==> config.mk <==
export PLATFORM = sky130hd
export DESIGN_NAME = uart_periph
export DESIGN_NICKNAME = d
export VERILOG_FILES = /design/src/rtl/uart_periph_pkg.sv /design/src/rtl/uart_baud_cnt.sv /design/src/rtl/uart_periph.sv
export SDC_FILE = /design/constraint.sdc
export NUM_CORES = 1
export LEC_CHECK = 0
export CAP_MARGIN = 15
export CORE_ASPECT_RATIO = 0.6
export CORE_UTILIZATION = 46
export CTS_BUF_LIST = sky130_fd_sc_hd__clkbuf_4 sky130_fd_sc_hd__clkbuf_8
export DETAILED_ROUTE_END_ITERATION = 10
export GPL_ROUTABILITY_DRIVEN = 0
export GPL_TIMING_DRIVEN = 1
export HOLD_SLACK_MARGIN = 0.08
export PLACE_DENSITY = 0.78
export SLEW_MARGIN = 40
export SYNTH_ARGS = -nofsm -noshare
export SYNTH_HDL_FRONTEND = slang
export SYNTH_HIERARCHICAL = 1
export SYNTH_SLANG_ARGS = --single-unit
==> constraint.sdc <==
create_clock -name clk -period 3.4 [get_ports clk]
set_clock_uncertainty 0.15 [all_clocks]
set_input_delay 0.68 -clock clk [delete_from_list [all_inputs] [get_ports clk]]
set_output_delay 0.68 -clock clk [all_outputs]
set_load 0.05 [all_outputs]
==> src/rtl/uart_periph_pkg.sv <==
// Shared definitions for the memory-mapped UART: register offsets, CON bit
// positions and the 2-bit state encoding used by both the TX and RX engines.
package uart_periph_pkg;

    localparam logic [31:0] OFF_TXD = 32'h0;
    localparam logic [31:0] OFF_RXD = 32'h4;
    localparam logic [31:0] OFF_CON = 32'h8;

    localparam int CON_TX_IE    = 0;
    localparam int CON_RX_IE    = 1;
    localparam int CON_TX_DONE  = 2;
    localparam int CON_RX_VALID = 3;
    localparam int CON_TX_BUSY  = 4;
    localparam int CON_FERR     = 5;
    localparam int CON_OVR      = 6;

    typedef enum logic [1:0] {
        ST_IDLE  = 2'd0,
        ST_START = 2'd1,
        ST_DATA  = 2'd2,
        ST_STOP  = 2'd3
    } uart_state_e;

endpackage

==> src/rtl/uart_baud_cnt.sv <==
// Loadable bit-period down-counter: load_i restarts it for a full or half bit,
// tick_o pulses for one cycle each time the loaded interval expires while enabled.
module uart_baud_cnt #(
    parameter int BAUD_DIV = 5208,
    parameter int CW       = $clog2(BAUD_DIV)
) (
    input  logic clk,
    input  logic reset_b,
    input  logic en_i,
    input  logic load_i,
    input  logic half_i,
    output logic tick_o
);

    localparam logic [CW-1:0] FULL_LD = CW'(BAUD_DIV - 1);
    localparam logic [CW-1:0] HALF_LD = CW'(BAUD_DIV / 2 - 1);

    logic [CW-1:0] cnt_q, cnt_d;

    always_comb begin
        cnt_d = cnt_q;
        if (load_i) begin
            cnt_d = half_i ? HALF_LD : FULL_LD;
        end else if (en_i) begin
            // Auto-reload so consecutive bits need no explicit load.
            cnt_d = (cnt_q == '0) ? FULL_LD : cnt_q - CW'(1);
        end
    end

    always_ff @(posedge clk or negedge reset_b) begin
        if (!reset_b) begin
            cnt_q <= FULL_LD;
        end else begin
            cnt_q <= cnt_d;
        end
    end

    assign tick_o = en_i && (cnt_q == '0);

endmodule

==> src/rtl/uart_periph.sv <==
// Memory-mapped 8N1 UART on the data-memory peripheral bus: TXD/RXD/CON registers,
// combinational read data, side-effect clears on reads, registered level interrupt.
module uart_periph
    import uart_periph_pkg::*;
#(
    parameter logic [31:0] BASE_ADDR = 32'h40000018,
    parameter int          BAUD_DIV  = 5208
) (
    input  logic        clk,
    input  logic        reset_b,
    input  logic        rd,
    input  logic        wr,
    input  logic [31:0] addr,
    input  logic [31:0] wdata,
    output logic [31:0] rdata,
    output logic        sel,
    input  logic        uart_rx,
    output logic        uart_tx,
    output logic        irq
);

    localparam logic [31:0] TXD_ADDR = BASE_ADDR + OFF_TXD;
    localparam logic [31:0] RXD_ADDR = BASE_ADDR + OFF_RXD;
    localparam logic [31:0] CON_ADDR = BASE_ADDR + OFF_CON;

    logic hit_txd, hit_rxd, hit_con;
    logic txd_wr, con_wr, rxd_rd, con_rd;
    logic unused_bits;

    assign hit_txd = (addr[31:2] == TXD_ADDR[31:2]);
    assign hit_rxd = (addr[31:2] == RXD_ADDR[31:2]);
    assign hit_con = (addr[31:2] == CON_ADDR[31:2]);
    assign sel     = hit_txd | hit_rxd | hit_con;
    assign txd_wr  = wr & hit_txd;
    assign con_wr  = wr & hit_con;
    assign rxd_rd  = rd & hit_rxd;
    assign con_rd  = rd & hit_con;
    assign unused_bits = ^{wdata[31:8], addr[1:0]};

    // ---------------- TX engine ----------------
    uart_state_e tx_st_q, tx_st_d;
    logic [7:0]  tx_sh_q, tx_sh_d;
    logic [2:0]  tx_bit_q, tx_bit_d;
    logic        tx_q, tx_d;
    logic        tx_tick, tx_load, tx_accept, tx_done_set, tx_busy;

    assign tx_busy = (tx_st_q != ST_IDLE);

    uart_baud_cnt #(.BAUD_DIV(BAUD_DIV)) u_tx_baud (
        .clk     (clk),
        .reset_b (reset_b),
        .en_i    (tx_busy),
        .load_i  (tx_load),
        .half_i  (1'b0),
        .tick_o  (tx_tick)
    );

    always_comb begin
        tx_st_d     = tx_st_q;
        tx_sh_d     = tx_sh_q;
        tx_bit_d    = tx_bit_q;
        tx_d        = tx_q;
        tx_load     = 1'b0;
        tx_accept   = 1'b0;
        tx_done_set = 1'b0;
        case (tx_st_q)
            ST_IDLE: tx_accept = txd_wr;
            ST_START: if (tx_tick) begin
                tx_d     = tx_sh_q[0];
                tx_sh_d  = tx_sh_q >> 1;
                tx_bit_d = 3'd0;
                tx_st_d  = ST_DATA;
            end
            ST_DATA: if (tx_tick) begin
                if (tx_bit_q == 3'd7) begin
                    tx_d    = 1'b1;
                    tx_st_d = ST_STOP;
                end else begin
                    tx_d     = tx_sh_q[0];
                    tx_sh_d  = tx_sh_q >> 1;
                    tx_bit_d = tx_bit_q + 3'd1;
                end
            end
            ST_STOP: if (tx_tick) begin
                tx_st_d     = ST_IDLE;
                tx_done_set = 1'b1;
                tx_accept   = txd_wr;
            end
            default: tx_st_d = ST_IDLE;
        endcase
        // Back-to-back frames: a write on the last stop-bit cycle starts the next one.
        if (tx_accept) begin
            tx_sh_d = wdata[7:0];
            tx_d    = 1'b0;
            tx_load = 1'b1;
            tx_st_d = ST_START;
        end
    end

    always_ff @(posedge clk or negedge reset_b) begin
        if (!reset_b) begin
            tx_st_q  <= ST_IDLE;
            tx_sh_q  <= '0;
            tx_bit_q <= '0;
            tx_q     <= 1'b1;
        end else begin
            tx_st_q  <= tx_st_d;
            tx_sh_q  <= tx_sh_d;
            tx_bit_q <= tx_bit_d;
            tx_q     <= tx_d;
        end
    end

    assign uart_tx = tx_q;

    // ---------------- RX engine ----------------
    uart_state_e rx_st_q, rx_st_d;
    logic [7:0]  rx_sh_q, rx_sh_d;
    logic [2:0]  rx_bit_q, rx_bit_d;
    logic        rx_s1_q, rx_s2_q, rx_s3_q;
    logic        rx_fall, rx_tick, rx_load, rx_half, rx_set, ferr_set;

    assign rx_fall = rx_s3_q & ~rx_s2_q;

    uart_baud_cnt #(.BAUD_DIV(BAUD_DIV)) u_rx_baud (
        .clk     (clk),
        .reset_b (reset_b),
        .en_i    (rx_st_q != ST_IDLE),
        .load_i  (rx_load),
        .half_i  (rx_half),
        .tick_o  (rx_tick)
    );

    always_comb begin
        rx_st_d  = rx_st_q;
        rx_sh_d  = rx_sh_q;
        rx_bit_d = rx_bit_q;
        rx_load  = 1'b0;
        rx_half  = 1'b0;
        rx_set   = 1'b0;
        ferr_set = 1'b0;
        case (rx_st_q)
            ST_IDLE: if (rx_fall) begin
                rx_load = 1'b1;
                rx_half = 1'b1;
                rx_st_d = ST_START;
            end
            ST_START: if (rx_tick) begin
                rx_bit_d = 3'd0;
                rx_st_d  = rx_s2_q ? ST_IDLE : ST_DATA;
            end
            ST_DATA: if (rx_tick) begin
                rx_sh_d = {rx_s2_q, rx_sh_q[7:1]};
                if (rx_bit_q == 3'd7) begin
                    rx_st_d = ST_STOP;
                end else begin
                    rx_bit_d = rx_bit_q + 3'd1;
                end
            end
            ST_STOP: if (rx_tick) begin
                rx_st_d  = ST_IDLE;
                rx_set   = rx_s2_q;
                ferr_set = ~rx_s2_q;
            end
            default: rx_st_d = ST_IDLE;
        endcase
    end

    always_ff @(posedge clk or negedge reset_b) begin
        if (!reset_b) begin
            rx_st_q  <= ST_IDLE;
            rx_sh_q  <= '0;
            rx_bit_q <= '0;
            rx_s1_q  <= 1'b1;
            rx_s2_q  <= 1'b1;
            rx_s3_q  <= 1'b1;
        end else begin
            rx_st_q  <= rx_st_d;
            rx_sh_q  <= rx_sh_d;
            rx_bit_q <= rx_bit_d;
            rx_s1_q  <= uart_rx;
            rx_s2_q  <= rx_s1_q;
            rx_s3_q  <= rx_s2_q;
        end
    end

    // ---------------- Registers and flags ----------------
    logic [7:0] rx_byte_q, rx_byte_d;
    logic tx_ie_q, tx_ie_d, rx_ie_q, rx_ie_d;
    logic tx_done_q, tx_done_d, rx_valid_q, rx_valid_d;
    logic ovr_q, ovr_d, ferr_q, ferr_d, irq_q, irq_d;

    // Hardware sets take priority over read-side-effect clears on the same edge.
    always_comb begin
        tx_ie_d    = con_wr ? wdata[CON_TX_IE] : tx_ie_q;
        rx_ie_d    = con_wr ? wdata[CON_RX_IE] : rx_ie_q;
        rx_byte_d  = rx_set ? rx_sh_q : rx_byte_q;
        rx_valid_d = rx_set ? 1'b1 : (rxd_rd ? 1'b0 : rx_valid_q);
        ovr_d      = (rx_set & rx_valid_q) ? 1'b1 : (rxd_rd ? 1'b0 : ovr_q);
        ferr_d     = ferr_set ? 1'b1 : (con_rd ? 1'b0 : ferr_q);
        tx_done_d  = tx_done_set ? 1'b1 : (con_rd ? 1'b0 : tx_done_q);
        irq_d      = (tx_ie_q & tx_done_q) | (rx_ie_q & rx_valid_q);
    end

    always_ff @(posedge clk or negedge reset_b) begin
        if (!reset_b) begin
            tx_ie_q    <= 1'b0;
            rx_ie_q    <= 1'b0;
            rx_byte_q  <= '0;
            rx_valid_q <= 1'b0;
            ovr_q      <= 1'b0;
            ferr_q     <= 1'b0;
            tx_done_q  <= 1'b0;
            irq_q      <= 1'b0;
        end else begin
            tx_ie_q    <= tx_ie_d;
            rx_ie_q    <= rx_ie_d;
            rx_byte_q  <= rx_byte_d;
            rx_valid_q <= rx_valid_d;
            ovr_q      <= ovr_d;
            ferr_q     <= ferr_d;
            tx_done_q  <= tx_done_d;
            irq_q      <= irq_d;
        end
    end

    assign irq = irq_q;

    always_comb begin
        rdata = '0;
        if (rxd_rd) begin
            rdata = {24'b0, rx_byte_q};
        end else if (con_rd) begin
            rdata = {25'b0, ovr_q, ferr_q, tx_busy, rx_valid_q, tx_done_q, rx_ie_q, tx_ie_q};
        end
    end

endmodule

==> results.toml <==
[clock_tree]
cts_buffers = 9
clk_pin_slew_worst_paths_ns = 0.08
numClockSinks = 71
cts_buffer_depth = 2
h-tree-depth = 3
root_buffer = "clkbuf_8"
cts_tree = "yes"
clock_latency_ns = 0.35

[yosys]
synthAdderAreaFrac_pct = 3.914
synth_area_um2 = 4155
synth_compound_area_share_pct = 14.15
synth_edf_count = 0
syn_avg_cell_area_um2 = 9.965
synth_cell_type_count = 58
synth-simple-area-share_pct = 21.23
yosysSeqAreaShare_pct = 43.30
syn_inst = 417
synth-seq-cells = 71
synth_top_family_by_area = "simple AND/OR/NAND/NOR gates"
synth_flop_cell = "dfrtp_1"
ys.warnings.count = 6
muxShareOfSynthArea_pct = 7.980
ys_async_sr_fraction_pct = 100.0
synthXorXnorAreaFrac_pct = 1.265

[floorplanning]
num_rows = 26
dieArea_um2 = 9430
die_w_um = 124.7
coreArea_um2 = 8621
start_util_pct = 48.20
io-pin-count = 104
die_h_um = 75.62

[place]
dp_hpwl_um = 7156
dp_cells = 585
port_buffers = 53

[layout]
layout-drive-gt1-share_pct = 26.77
syn_to_final_growth_pct = 27.55
final_cells = 605
nets = 570
antennaDiodeCount = 0

[setup_path]
critPathCapture = "sel"
crit_fanout = 3
cp.arrival_ns = 2.55
startpoint_type = "primary input"
cp-end-kind = "output pin"
crit_required_ns = 2.57
reg2reg_to = "u_tx_baud/cnt_q[6]$_DFFE_PN1P_"
path_class = "primary input to output pin"
r2r_slack_ns = 0.20
cp-startpoint = "addr[8]"
rr_startpoint = "u_tx_baud/cnt_q[5]$_DFFE_PN0P_"
r2r_cells = 12

[global_route]
grt_pass1_wl_um = 16320
overflow = 0
antenna_found_initial = 0
grt_pass1_vias = 3332
grt_usage_pct = 22.34
grt_start_max_net_pins = 37

[sta]
min_period_ns = 3.381
whs_ns = 0.1400
max_clock_freq_mhz = 295.8
finalSetupViolCount = 0
worstMarginPinSlew_ns = 0.6120
slew_violations = 0
min_period_over_period_pct = 99.44
hold_violations = 0
relSlewSlack_pct = 58.77
fin_tns_setup_ns = 0

[power]
p_per_area_nw_per_um2 = 432.7
ir_drop_v = 0.0001718
leakagePower_nw = 2.399

[route]
dr.pass1.iters = 4
wl_um = 10020
drtIter0Drc = 214
drc = 0
vias = 3450
wl_per_cell_um = 16.56
postRouteAntennaNets = 0
viasPerCell = 5.702

[min_path]
min_path_type = "primary input to async pin"

[flow_run]
maxCapViolations = 0

[status]
status = "finished clean"
flip-flops by register name, indices dropped and copies added (netlist names), 2 cells and up, named ones only:
signal           flops
tx_bit_q             3
rx_byte_q            8
u_rx_baud/cnt_q     13
rx_bit_q             3
tx_st_q              2
rx_sh_q              8
tx_sh_q              8
u_tx_baud/cnt_q     13
layer usage:
| metal | vias to the layer above | part of all wire [%] | GRT usage [%] |
|---|---|---|---|
| met2 | 140 | 47 | 37.51 |
| met1 | 1689 | 47 | 29.31 |
| met5 | - | 0 | 0 |
| li1 | 1606 | - | - |
| met4 | 0 | 1.4 | 7.764 |
| met3 | 15 | 5.0 | 4.846 |
worst min-delay path by stage:
stage,end,slack [ns],cells past startpoint
after floorplan,rx_s2_q$_DFF_PN1_,0.20,0
after global placement,rx_s2_q$_DFF_PN1_,0.20,0
after detailed placement,rx_s2_q$_DFF_PN1_,0.20,0
after CTS,rx_s2_q$_DFF_PN1_,0.21,0
after global routing,rx_sh_q[2]$_DFFE_PN0P_,0.15,1
final,rx_byte_q[2]$_DFFE_PN0P_,0.14,1
power by group:
part / total, W / internal, W / switching, W
clock: 0.000736 / 0.000420 / 0.000316
combinational: 0.000493 / 0.000212 / 0.000281
sequential: 0.00106 / 0.000958 / 0.000107
total: 0.00229 / 0.00159 / 0.000704
through the flow:
step                      instance area [um2]  total power, W  setup slack [ns]  util (%)
after floorplan                          4280        0.001436          0.001981         -
after global placement                   4936        0.001535           -0.1378     57.26
after detailed placement                 4945        0.001566           -0.1886     57.36
after CTS                                5225        0.002305           0.01792     60.61
after global routing                     5300        0.002412        -0.0002405     61.48
final                                    5300        0.002293           0.01921     61.48
timing repair:
item	in CTS	in global routing
resized for setup	23	13
pin swaps	15	8
hold endpoints to repair	0	0
endpoints found under the setup margin	9	23
setup buffers	4	1
hold buffers	0	0
layout make-up:
type                            instances  area [um2]
Tap cell                              112       140.1
Clock buffer                           10       131.4
Inverter                               20       75.07
Fill cell                             667        3321
Sequential cell                        71        1799
Timing Repair Buffer                   76       822.0
Multi-Input combinational cell        310        2246
Clock inverter                          6       86.33
Yosys cell counts (3+ instances only):
cell	n	share of area, %
dfrtp_1	53	32
nand2_1	36	3.3
nor2_1	30	2.7
buf_4	24	4.3
mux2_2	21	5.7
inv_1	20	1.8
o21ai_0	20	2.4
dfstp_2	18	11
clkbuf_1	13	1.2
ha_1	13	3.9
nand3_1	12	1.4
a22o_1	9	1.9
a22oi_1	9	1.6
nand2b_1	8	1.2
nor3_1	8	0.96
nor4_1	8	1.2
or3_1	8	1.2
or4_1	8	1.4
o31ai_1	6	1.1
xnor2_1	6	1.3
mux2_4	5	1.8
nor4b_1	5	1.1
o311ai_0	5	1.1
o22ai_1	4	0.60
o41ai_1	4	0.84
a21oi_1	3	0.36
nand4_1	3	0.45
nor2b_1	3	0.45
nor3b_1	3	0.54
o311a_1	3	0.72
o31a_1	3	0.63
or2_2	3	0.45
or4b_2	3	0.72
critical path: stages:
cell	delay (ns)
clkdlybuf4s50_1	0.40
or4_4	0.56
or4_4	0.54
a21boi_4	0.21
buf_12	0.15
cells by family (layout without fill, tap and decap cells):
kind of cell               count (synthesis)  count (layout)
and+or+nand+nor                          155             155
AOI/OAI and AO/OA                         81              81
DFF                                       71              71
buffers and inverters                     62             112
muxes                                     28              28
adders and majority gates                 13              13
xor gates and xnor gates                   6               6
other                                      1              27
cell usage in the layout, fill, tap and decap left out, drive strengths merged, types with 4 or more instances in the layout:
cell / instances
dlymetal6s2s: 4
xnor2: 6
clkbuf: 10
nor4: 10
o21ai: 20
o31ai: 6
nand3: 12
o22ai: 4
nor2: 30
or2: 5
o41ai: 4
nand2b: 8
or3: 8
nor3: 8
mux2: 26
a22oi: 9
dlygate4sd2: 8
inv: 20
nand2: 36
buf: 33
clkdlybuf4s50: 31
dfstp: 18
conb: 27
nor4b: 5
or4b: 5
a22o: 9
o311ai: 5
or4: 10
ha: 13
dfrtp: 53
Power figures use the tool's default switching activity.
==> variant, RTL diff (same settings) <==
`BAUD_DIV` is set to 5208 in 2 places; all go to 10416.
--- a/src/rtl/uart_baud_cnt.sv
+++ b/src/rtl/uart_baud_cnt.sv
@@ -3,3 +3,3 @@
 module uart_baud_cnt #(
-    parameter int BAUD_DIV = 5208,
+    parameter int BAUD_DIV = 10416,
     parameter int CW       = $clog2(BAUD_DIV)
--- a/src/rtl/uart_periph.sv
+++ b/src/rtl/uart_periph.sv
@@ -6,3 +6,3 @@
     parameter logic [31:0] BASE_ADDR = 32'h40000018,
-    parameter int          BAUD_DIV  = 5208
+    parameter int          BAUD_DIV  = 10416
 ) (
Behaviour: same outputs for any inputs over 10 cycles, from zero or initial values and one cycle with reset_b low; that may be too few to reach the edited logic, so the function may still have changed.
==> variant against the unedited design <==
Final area increased by 1.6%. Wire length decreased by 2.5%. Sequential cell count increased by 2. Sequential share of layout area increased by 0.46 points. Combinational power decreased by 33%. Highest routed layer unchanged. Setup slack improved by 0.084 ns. Power decreased by 6.6%. Critical endpoint is now rdata[4]. Critical path type unchanged. Via count decreased by 0.23%. Hold slack improved by 0.054 ns. Synthesized area increased by 3.4%.
==> variant: results (changes against the unedited design) <==
Pwr
  • Lkg Pwr: 2.517 nW (was 2.399 nW)
  • Peak supply drop: 0.2865 mV (was 0.1718 mV)
  • P_int: 1.516 mW (was 1.590 mW)

Route
  • Wirelength per Cell: 16.02 um (was 16.56 um)
  • Via count: 3,442 (was 3,450)
  • DRT iter0 DRCs: 241 (was 214)

CTS
  • Reg clk slew, reported paths: 0.08 ns (about the same)
  • Clock insertion delay at the later pin of the skew report: 0.36 ns

GRT
  • Met1 Track Usage GR: 0.3018 (was 0.2931)
  • Largest net degree at the start of global routing: 74 (was 37)
  • Number of global-route vias before repair: 3,327 (was 3,332)
  • Met2 usage: 0.3238 (was 0.3751)
  • Met3 Use GR: 0.06560 (was 0.04846)
  • First-pass GRT wire length: 16.43 mm (was 16.32 mm)
  • All-Layer GR Usage: 0.2168 (was 0.2234)

Synth
  • Compound-Gate Fraction of Synth Area: 0.1655 (was 0.1415)
  • Synth Area in XOR/XNOR: 0 (was 0.01265)
  • Synth async-reset ratio: 1.000 (unchanged)
  • Most area-consuming cells after synthesis: dfrtp_1 (31%), dfstp_2 (12%), mux2_2 (5.5%) (was dfrtp_1 (32%), dfstp_2 (11%), mux2_2 (5.7%))
  • Post-Synth Adder-Cell Area: 0.03204 (was 0.03914)
  • Unique masters post-synth: 55 (was 58)
  • Post-synthesis mux area share: 0.08185 (was 0.07980)
  • Synth cell count leaders: dfrtp_1 (53), nand2_1 (36), buf_4 (24) (was dfrtp_1 (53), nand2_1 (36), nor2_1 (30))

Outcome
  • Status: finished, final reports clean (unchanged)

STA
  • Final Max Slew Viols: 0 (unchanged)
  • Slew headroom: 0.6262 (was 0.5877)

Critical path
  • R2r worst-path depth: 11 (was 12)
  • Arrival time worst endpoint: 2.47 ns (was 2.55 ns)
  • CP max FO: 8 (was 3)
  • Worst R2R Setup Slack: 0.29 ns (was 0.20 ns)
  • Critical Path Max Stage Delay: 0.51 ns (was 0.56 ns)
  • R2R Path End: tx_sh_q[5] (was u_tx_baud/cnt_q[6])
  • Slowest CP cell: or4b_4 (was or4_4)

Cells and area
  • Regs by FF count: u_rx_baud/cnt_q (14), u_tx_baud/cnt_q (14) (was u_rx_baud/cnt_q (13), u_tx_baud/cnt_q (13))
  • Layout cells sized above 1: 0.2590 (was 0.2677)
  • Fill cells: 722 (was 667)

Place
  • Placed Area: 5071 um2 (was 4945 um2)
  • Dpl ws: -0.1026 ns (was -0.1886 ns)
variant: per-layer routing:
| metal | up-vias | routed length (um) | share of wire |
|---|---|---|---|
| li1 | 1669 | - | - |
| met3 | 6 | 682 | 0.070 |
| met1 | 1658 | 4600 | 0.47 |
| met4 | 0 | 70 | 0.0072 |
| met2 | 109 | 4416 | 0.45 |
| met5 | - | 0 | 0 |
variant: how the worst max path moves through the flow:
stage                        from       end  depth (start not counted)
final                     addr[2]  rdata[4]                          7
after global routing      addr[6]  rdata[4]                          7
after CTS                 addr[2]  rdata[4]                          7
after detailed placement  addr[7]       sel                          5
after global placement    addr[7]       sel                          5
after floorplan           addr[2]       sel                          4
variant: power by group through the flow:
| stage | combinational, mW | sequential [mW] | clock, mW |
|---|---|---|---|
| global route | 0.357 | 1.06 | 0.822 |
| CTS | 0.329 | 1.04 | 0.784 |
| floorplan | 0.256 | 1.03 | 0 |
| global placement | 0.318 | 1.05 | 0 |
| finish | 0.328 | 1.05 | 0.770 |
| detailed placement | 0.329 | 1.06 | 0 |
variant: stage by stage:
step / total power, mW / utilization / cells / hold WS [ns]
CTS: 2.155 / 0.6070 / 610 / 0.1958
global placement: 1.370 / 0.5774 / 593 / 0.1979
floorplan: 1.285 / - / 449 / 0.1952
global route: 2.239 / 0.6128 / 610 / 0.1891
detailed placement: 1.386 / 0.5774 / 593 / 0.1990
finish: 2.143 / 0.6128 / 610 / 0.1943
variant: cell type report:
type,count,area (um2),share of cell area
Clock buffer,10,131.4,0.02441
Sequential cell,73,1852,0.3440
Tap cell,112,140.1,0.02603
Multi-Input combinational cell,316,2301,0.4275
Inverter,22,82.58,0.01534
Timing Repair Buffer,71,783.3,0.1455
Clock inverter,6,92.59,0.01720
variant: cell families (layout without fill, tap and decap cells):
kind of cell | Yosys count | in the layout
AO/OA/AOI/OAI | 99 | 99
adder cells (fa/ha/maj) | 11 | 11
buffers and inverters | 60 | 109
flip-flops | 73 | 73
multiplexers | 30 | 30
other | 1 | 27
AND/OR/NAND/NOR | 149 | 149
variant: repair_timing:
| item | 4_1_cts | 5_1_grt |
|---|---|---|
| setup buffers | 1 | 0 |
| cloned | 0 | 0 |
| setup endpoints to repair | 8 | 25 |
| pin swaps | 9 | 8 |
| gates resized for setup | 13 | 16 |
